--- config.mk ---
export PLATFORM = sky130hd
export DESIGN_NAME = ft64_irq_agent
export DESIGN_NICKNAME = d
export VERILOG_FILES = /design/src/rtl/ft64_irq_agent.sv
export SDC_FILE = /design/constraint.sdc
export NUM_CORES = 1
export LEC_CHECK = 0
export CORE_ASPECT_RATIO = 1.4
export CORE_MARGIN = 2
export CORE_UTILIZATION = 40
export DETAILED_ROUTE_END_ITERATION = 8
export PLACE_DENSITY = 0.77
export SYNTH_ARGS = -nofsm -noshare
export SYNTH_HDL_FRONTEND = slang
export SYNTH_SLANG_ARGS = --single-unit
--- constraint.sdc ---
create_clock -name clk_i -period 1.9 [get_ports clk_i]
set_input_delay 0.38 -clock clk_i [delete_from_list [all_inputs] [get_ports clk_i]]
set_output_delay 0.38 -clock clk_i [all_outputs]
set_load 0.01 [all_outputs]
--- src/rtl/ft64_irq_agent.sv ---
// Per-core interrupt target agent: level request to the core plus enable/disable/EOI bus writes.
// Optional bus timeout is enabled by defining FT64_IRQ_AGENT_TIMEOUT_EN.
module ft64_irq_agent #(
    parameter int unsigned        AW        = 32,
    parameter logic [AW-1:0]      PLIC_BASE = 32'hFFDC_0000,
    parameter int unsigned        TO_CYC    = 255
) (
    input  logic          clk_i,
    input  logic          rst_i,
    input  logic [3:0]    irq_i,
    input  logic [3:0]    im_i,
    output logic          int_o,
    output logic [3:0]    int_lvl_o,
    input  logic          int_ack_i,
    output logic [3:0]    cur_lvl_o,
    input  logic          cmd_valid_i,
    output logic          cmd_ready_o,
    input  logic [1:0]    cmd_op_i,
    input  logic [63:0]   cmd_dat_i,
    output logic          done_o,
    output logic          err_o,
    output logic          cyc_o,
    output logic          stb_o,
    output logic          we_o,
    output logic [AW-1:0] adr_o,
    output logic [63:0]   dat_o,
    input  logic          ack_i
);

    localparam logic ST_IDLE = 1'b0;
    localparam logic ST_BUS  = 1'b1;

    logic          state_q, state_d;
    logic [3:0]    irq_q;
    logic          held_q, held_d;
    logic [3:0]    cur_lvl_q, cur_lvl_d;
    logic [1:0]    op_q, op_d;
    logic [AW-1:0] adr_q, adr_d;
    logic [63:0]   dat_q, dat_d;
    logic          done_q, done_d;
    logic          err_q, err_d;
`ifdef FT64_IRQ_AGENT_TIMEOUT_EN
    logic [15:0]   to_cnt_q, to_cnt_d;
`endif

    assign int_o       = (irq_q > im_i) && (!held_q || (irq_q > cur_lvl_q));
    assign int_lvl_o   = int_o ? irq_q : 4'd0;
    assign cur_lvl_o   = cur_lvl_q;
    // Gated by reset so every output reads 0 while reset is held.
    assign cmd_ready_o = rst_i && (state_q == ST_IDLE);
    assign cyc_o       = (state_q == ST_BUS);
    assign stb_o       = (state_q == ST_BUS);
    assign we_o        = (state_q == ST_BUS);
    assign adr_o       = adr_q;
    assign dat_o       = dat_q;
    assign done_o      = done_q;
    assign err_o       = err_q;

    always_comb begin
        state_d   = state_q;
        held_d    = held_q;
        cur_lvl_d = cur_lvl_q;
        op_d      = op_q;
        adr_d     = adr_q;
        dat_d     = dat_q;
        done_d    = 1'b0;
        err_d     = err_q;
`ifdef FT64_IRQ_AGENT_TIMEOUT_EN
        to_cnt_d  = '0;
`endif
        if (state_q == ST_IDLE) begin
            if (cmd_valid_i) begin
                op_d  = cmd_op_i;
                err_d = 1'b0;
                case (cmd_op_i)
                    2'b00: begin
                        adr_d   = PLIC_BASE + AW'(12'h018);
                        dat_d   = {58'b0, cmd_dat_i[5:0]};
                        state_d = ST_BUS;
                    end
                    2'b01: begin
                        adr_d   = PLIC_BASE + AW'(12'h008);
                        dat_d   = cmd_dat_i;
                        state_d = ST_BUS;
                    end
                    2'b10: begin
                        adr_d   = PLIC_BASE + AW'(12'h010);
                        dat_d   = cmd_dat_i;
                        state_d = ST_BUS;
                    end
                    default: begin
                        done_d = 1'b1;
                        err_d  = 1'b1;
                    end
                endcase
            end
        end else begin
            if (ack_i) begin
                state_d = ST_IDLE;
                done_d  = 1'b1;
                if (op_q == 2'b00) begin
                    held_d    = 1'b0;
                    cur_lvl_d = 4'd0;
                end
`ifdef FT64_IRQ_AGENT_TIMEOUT_EN
            end else if (to_cnt_q == 16'(TO_CYC - 1)) begin
                state_d = ST_IDLE;
                done_d  = 1'b1;
                err_d   = 1'b1;
            end else begin
                to_cnt_d = to_cnt_q + 16'd1;
`endif
            end
        end
        // A core acknowledge overrides a same-cycle EOI clear.
        if (int_o && int_ack_i) begin
            held_d    = 1'b1;
            cur_lvl_d = irq_q;
        end
    end

    always_ff @(posedge clk_i or negedge rst_i) begin
        if (!rst_i) begin
            state_q   <= ST_IDLE;
            irq_q     <= '0;
            held_q    <= 1'b0;
            cur_lvl_q <= '0;
            op_q      <= '0;
            adr_q     <= '0;
            dat_q     <= '0;
            done_q    <= 1'b0;
            err_q     <= 1'b0;
`ifdef FT64_IRQ_AGENT_TIMEOUT_EN
            to_cnt_q  <= '0;
`endif
        end else begin
            state_q   <= state_d;
            irq_q     <= irq_i;
            held_q    <= held_d;
            cur_lvl_q <= cur_lvl_d;
            op_q      <= op_d;
            adr_q     <= adr_d;
            dat_q     <= dat_d;
            done_q    <= done_d;
            err_q     <= err_d;
`ifdef FT64_IRQ_AGENT_TIMEOUT_EN
            to_cnt_q  <= to_cnt_d;
`endif
        end
    end

endmodule
### After elaboration in Yosys (flattened, before gate mapping)

Cells that the tools add are included.

* bits in registers: 110
* input port bits: 79
* output and inout bits: 111

* magnitude comparators: 2
* eq/ne operators: 2
* multiplexer cells: 19
* bitwise operators: 1
* reduce and logical (&&, ||, !) cells: 18

Operator list (count)
* $pmux 64 s2: 1
* $pmux 32 s3: 1
* $mux 4: 5
* $mux 1: 12
* $reduce_and 3->1: 3
* $gt 4x4->1: 2
* $reduce_bool 2->1: 4
* $logic_not 2->1: 2
* $logic_and 1x1->1: 3
* $reduce_bool 3->1: 1
* $reduce_or 3->1: 1
* $eq 2x1->1 const B: 1
* $eq 2x2->1 const B: 1
* $reduce_and 2->1: 1
* $reduce_or 2->1: 1
* $logic_not 1->1: 1
* $logic_or 1x1->1: 1
* $not 1->1: 1

### Depth between registers and ports, before layout

* depth in word-level cells: 6
* gate-level depth with buffers: 8
* mapped depth without buffers: 7

### Worst setup path after synthesis

OpenSTA, ideal clock, no wires.

* kind: register to output
* start: register cur_lvl_q[1], in the netlist cur_lvl_o[1]
* end: output port int_lvl_o[0]
* arrival time: 1629 ps
* data required time: 1520 ps
* path slack: -109 ps
* stages on the path, launching flop included: 8
* cell sequence: dfrtp_1 inv_1 ha_1 nor2b_1 o211ai_1 a21oi_1 a21boi_2 and2_1

* word-level cells in the longest chain between the ends: 4

RTL lines
* from (decl): line 36 `logic [3:0] cur_lvl_q, cur_lvl_d;`
* from (signal assigned): line 140 `cur_lvl_q <= cur_lvl_d;`
* $gt 4x4->1: line 46 `assign int_o = (irq_q > im_i) && (!held_q || (irq_q > cur_lvl_q));`
* $logic_or 1x1->1: line 46
* $logic_and 1x1->1: line 46
* via int_o: line 12 `output logic int_o,`
* $mux 4: line 47 `assign int_lvl_o = int_o ? irq_q : 4'd0;`
* to (decl): line 13 `output logic [3:0] int_lvl_o,`

The timed path passes the listed nets, and every way through them passes these cells.

### Final worst setup path

* start: register irq_q[1]
* end: output port int_lvl_o[1]

* word-level cells in the longest chain between the ends: 4
* elaborated cells on any way between the ends: 5
* those cells by class: 2 x order compare; 1 x mux; 2 x reduce/logical

RTL lines
* from (decl): line 34 `logic [3:0] irq_q;`
* from (signal assigned): line 138 `irq_q <= irq_i;`
* $gt 4x4->1: line 46
* $logic_or 1x1->1: line 46
* $logic_and 1x1->1: line 46
* $mux 4 *: line 47

Every way passes the cells marked *; elsewhere a longest branch is shown, timed or not.

==> run summary <==
At the pin with the least slew margin, the transition time is roughly 1000 ps. Of the cells placed in the final design, the portion with a size suffix greater than 1 is 0.145. The area of the placeable core came out at 9300 sq um. The share of the core filled with cells is 0.648.

The total CTS buffers is 9. The warning count from the yosys run is 0. The leakage power summed over all cells came out at ~2.7 nW. The largest net degree at the start of global routing came out at just over 80. Across all setup checks in the final design, the least slack found is -539 ps. Ranked by total cell area, the synthesized netlist is headed by sky130_fd_sc_hd__dfrtp_1 (54%), sky130_fd_sc_hd__nand2b_1 (9.8%), sky130_fd_sc_hd__nand2_1 (7.0%). The maximum frequency from static timing analysis came out at 410 MHz. The global-route wire length before repair is 15000 um.

The post-route fraction of the period consumed by the critical path is 1.28. Detailed placement ended at an HPWL of between 6000 and 7000 um. The data arrival time at the worst-slack endpoint is around 2000 ps. The count of maximum capacitance violations came out at 0. The final max-slew violation count came out at 0. The largest fanout on the critical path is 4. The antenna violation net count after detailed routing is 0. The number of flops mapped to enable cells by yosys came out at 0. The combined area of all synthesized cells is 3780 sq um.

The via density per instance came out at about 4.7. The number of H-tree branching levels is 3. The start-to-end type of the worst setup path is register to primary output.

The net switching share of the total power came out at 0.280. The fraction of power consumed by combinational cells came out at 0.349. After detailed routing, the average wire length per cell comes to around 14 um. Detailed routing inserted a total of approximately 3100 vias. The initial antenna violation count is 0. The count of hold buffers inserted by post-cts repair is 0. The analysis attributes to net switching a power of around 1.7 mW. The dominant synthesized flop cell is sky130_fd_sc_hd__dfrtp_1. The async set-or-reset flop fraction in the synthesized netlist is 1.00.

The via count of the first global-routing pass came to 3190. The clock-pin slew on the worst setup and hold paths is approximately 60 ps. The effective utilization at floorplan came out at 0.406. The port buffer count is about 170. The worst register-to-register path has a depth of 7. Measured along the x axis, the die boundary spans ~86 um.

CTS saw between 80 and 90 sinks. The category of the worst setup path launch point is a register. The number of synthesized register bits came out at 81. The final standard cell area without fillers is roughly 6000 sq um. The remaining design rule violation count came out at 0. The maximum clock skew at final layout is between 5 and 6 ps. For the worst-skew pair, the clock arrives at the later sink with an insertion delay of roughly 330 ps. The average instance area after synthesis is 9.91 sq um. Setup violations remaining at the end of the flow were counted as 5. The number of diodes added for antenna fixing is 0. Headroom to the max-slew limit came out at 0.317. The area enclosed by the die boundary came out at between 10000 and 15000 sq um.

Setup repair after global routing could not meet its margin everywhere. The placer congestion estimate came out at between 0.8 and 0.9. The number of cell rows came out at 42. The pre-CTS setup slack is -972 ps. The clock passes through at most 2 buffers. After layout, the minimum clock period comes to ~2400 ps.

The top cell type's share of synthesized area came out at 0.537. The top-level port count is 190. The completed layout was analyzed and its total power is 6.06 mW. The internal portion of total power is around 4.4 mW.

The power density of the placed cells is ~1000 nW/um^2. The worst setup path is captured at a primary output. The global-route congestion overflow total is 0. The run finished, with violations left. The post-synthesis to final-layout area growth came out at 59.5%.

The worst ir drop on vdd is around 0.53 mV. The post-synthesis instance total is roughly 380. The portion of total power attributed to sequential cells is 0.374. The clock group share of total power came out at 0.277. The final count of hold timing violations came out at 0.

Clock tree synthesis selected as its root buffer the cell sky130_fd_sc_hd__clkbuf_16. The count of routing violations after the opening detailed-route iteration is 93. TritonCTS built the clock tree. The share of the Yosys chip area taken by registers is 0.537. The class of the tightest hold or removal check is input port to asynchronous set/reset pin. Of all cell types, the one taking the most synthesized area is sky130_fd_sc_hd__dfrtp_1. The routed design has approximately 9400 um of wire. Summing all placed instances gives a cell area of ~5600 sq um. The iteration count of the initial detailed-routing pass came out at 4. The overall routing resource usage came out at 0.185. The required time reported for the critical path endpoint is approximately 1500 ps. The die is ~120 um tall.

The checks that failed: setup timing. The number of distinct library cells after synthesis came out at 29. For this run, the post-layout net count is around 650.
## synthesized netlist by cell type, types with 4 or more instances
library cell / n
sky130_fd_sc_hd__mux2_4: 6
sky130_fd_sc_hd__inv_1: 10
sky130_fd_sc_hd__o21ai_0: 52
sky130_fd_sc_hd__clkbuf_1: 15
sky130_fd_sc_hd__ha_1: 11
sky130_fd_sc_hd__nand2b_1: 59
sky130_fd_sc_hd__nand2_1: 70
sky130_fd_sc_hd__buf_4: 31
sky130_fd_sc_hd__dfrtp_1: 81
sky130_fd_sc_hd__o21ai_1: 12
sky130_fd_sc_hd__buf_6: 4
sky130_fd_sc_hd__and2_1: 4
## per-stage QoR
step           std cells  hold WS, ps  TNS [ps]
5_1_grt              670          433     -3070
4_1_cts              671          380     -2850
2_1_floorplan        397         84.4      -103
3_3_place_gp         650          455     -6270
6_report             670          318     -2570
3_5_place_dp         650          466     -7910
## critical path, stage by stage, from the launching register on
cell	delay [ps]
sky130_fd_sc_hd__dfrtp_2	440
sky130_fd_sc_hd__ha_4	290
sky130_fd_sc_hd__nor2b_4	140
sky130_fd_sc_hd__o211ai_1	110
sky130_fd_sc_hd__a21oi_2	170
sky130_fd_sc_hd__a21boi_4	240
sky130_fd_sc_hd__buf_6	120
sky130_fd_sc_hd__and2_4	130
sky130_fd_sc_hd__buf_6	90
## routing by layer
metal  track usage  routed length, um  vias to the layer above
met5             0                  0                        -
met4        0.0933                246                        0
met3        0.0444                672                       19
met2         0.321               5000                      119
met1         0.207               3440                     1457
li1              -                  -                     1528
## repair_timing
item | CTS | global route
pin swaps | 8 | 3
endpoints found under the setup margin | 10 | 23
setup buffers | 5 | 0
gates resized for setup | 32 | 19
## cell usage in the layout (no fill, tap or decap), types with 7 or more instances in the layout
| cell | instances |
|---|---|
| sky130_fd_sc_hd__nand2_1 | 69 |
| sky130_fd_sc_hd__o21ai_0 | 51 |
| sky130_fd_sc_hd__clkdlybuf4s50_1 | 164 |
| sky130_fd_sc_hd__buf_6 | 7 |
| sky130_fd_sc_hd__o21ai_1 | 13 |
| sky130_fd_sc_hd__nand2b_1 | 59 |
| sky130_fd_sc_hd__buf_4 | 21 |
| sky130_fd_sc_hd__clkbuf_16 | 9 |
| sky130_fd_sc_hd__conb_1 | 17 |
| sky130_fd_sc_hd__dfrtp_1 | 77 |
| sky130_fd_sc_hd__inv_1 | 7 |
## worst paths after layout
check	start	endpoint	slack [ps]
worst max-delay path	irq_q[1]	int_lvl_o[1]	-540
worst min-delay path	rst_i	dat_o[33]	320
worst max register to register	irq_q[1]	cur_lvl_o[2]	110
worst min register to register	op_q[1]	op_q[1]	470
max in group asynchronous	rst_i	irq_q[1]	840
min in group clk_i	op_q[1]	op_q[1]	470
## registers in the layout, indices dropped and copies added, names as in the netlist
| register | count |
|---|---|
| err_o | 1 |
| cyc_o | 1 |
| adr_o | 3 |
| dat_o | 64 |
| held_q | 1 |
| cur_lvl_o | 4 |
| done_o | 1 |
| op_q | 2 |
| irq_q | 4 |
## power groups by stage
stage	Sequential, mW	Clock (mW)	Combinational (mW)
2_1_floorplan	2.42	0	0.675
3_3_place_gp	2.27	0	1.92
3_5_place_dp	2.28	0	1.98
4_1_cts	2.26	1.72	2.06
5_1_grt	2.31	1.81	2.30
6_report	2.27	1.68	2.12
## logic make-up (layout without fill, tap and decap cells)
group           count (synthesis)  in the layout  synth area share
fa+ha+maj                      11             11            0.0364
mux                             7              7            0.0265
compound gates                 74             74             0.105
buf+inv                        62            225             0.101
other cells                     1             17          0.000993
simple gates                  145            145             0.193
flops                          81             81             0.537
## area by class of cell
cell class | count | area [sq um]
clock buffer | 13 | 250
multi-input combinational | 254 | 1550
clock inverter | 3 | 40.0
sequential | 81 | 2030
tap | 110 | 138
fill | 760 | 3280
inverter | 11 | 41.3
timing repair buffer | 198 | 1980
(Power assumes the default switching activity.)
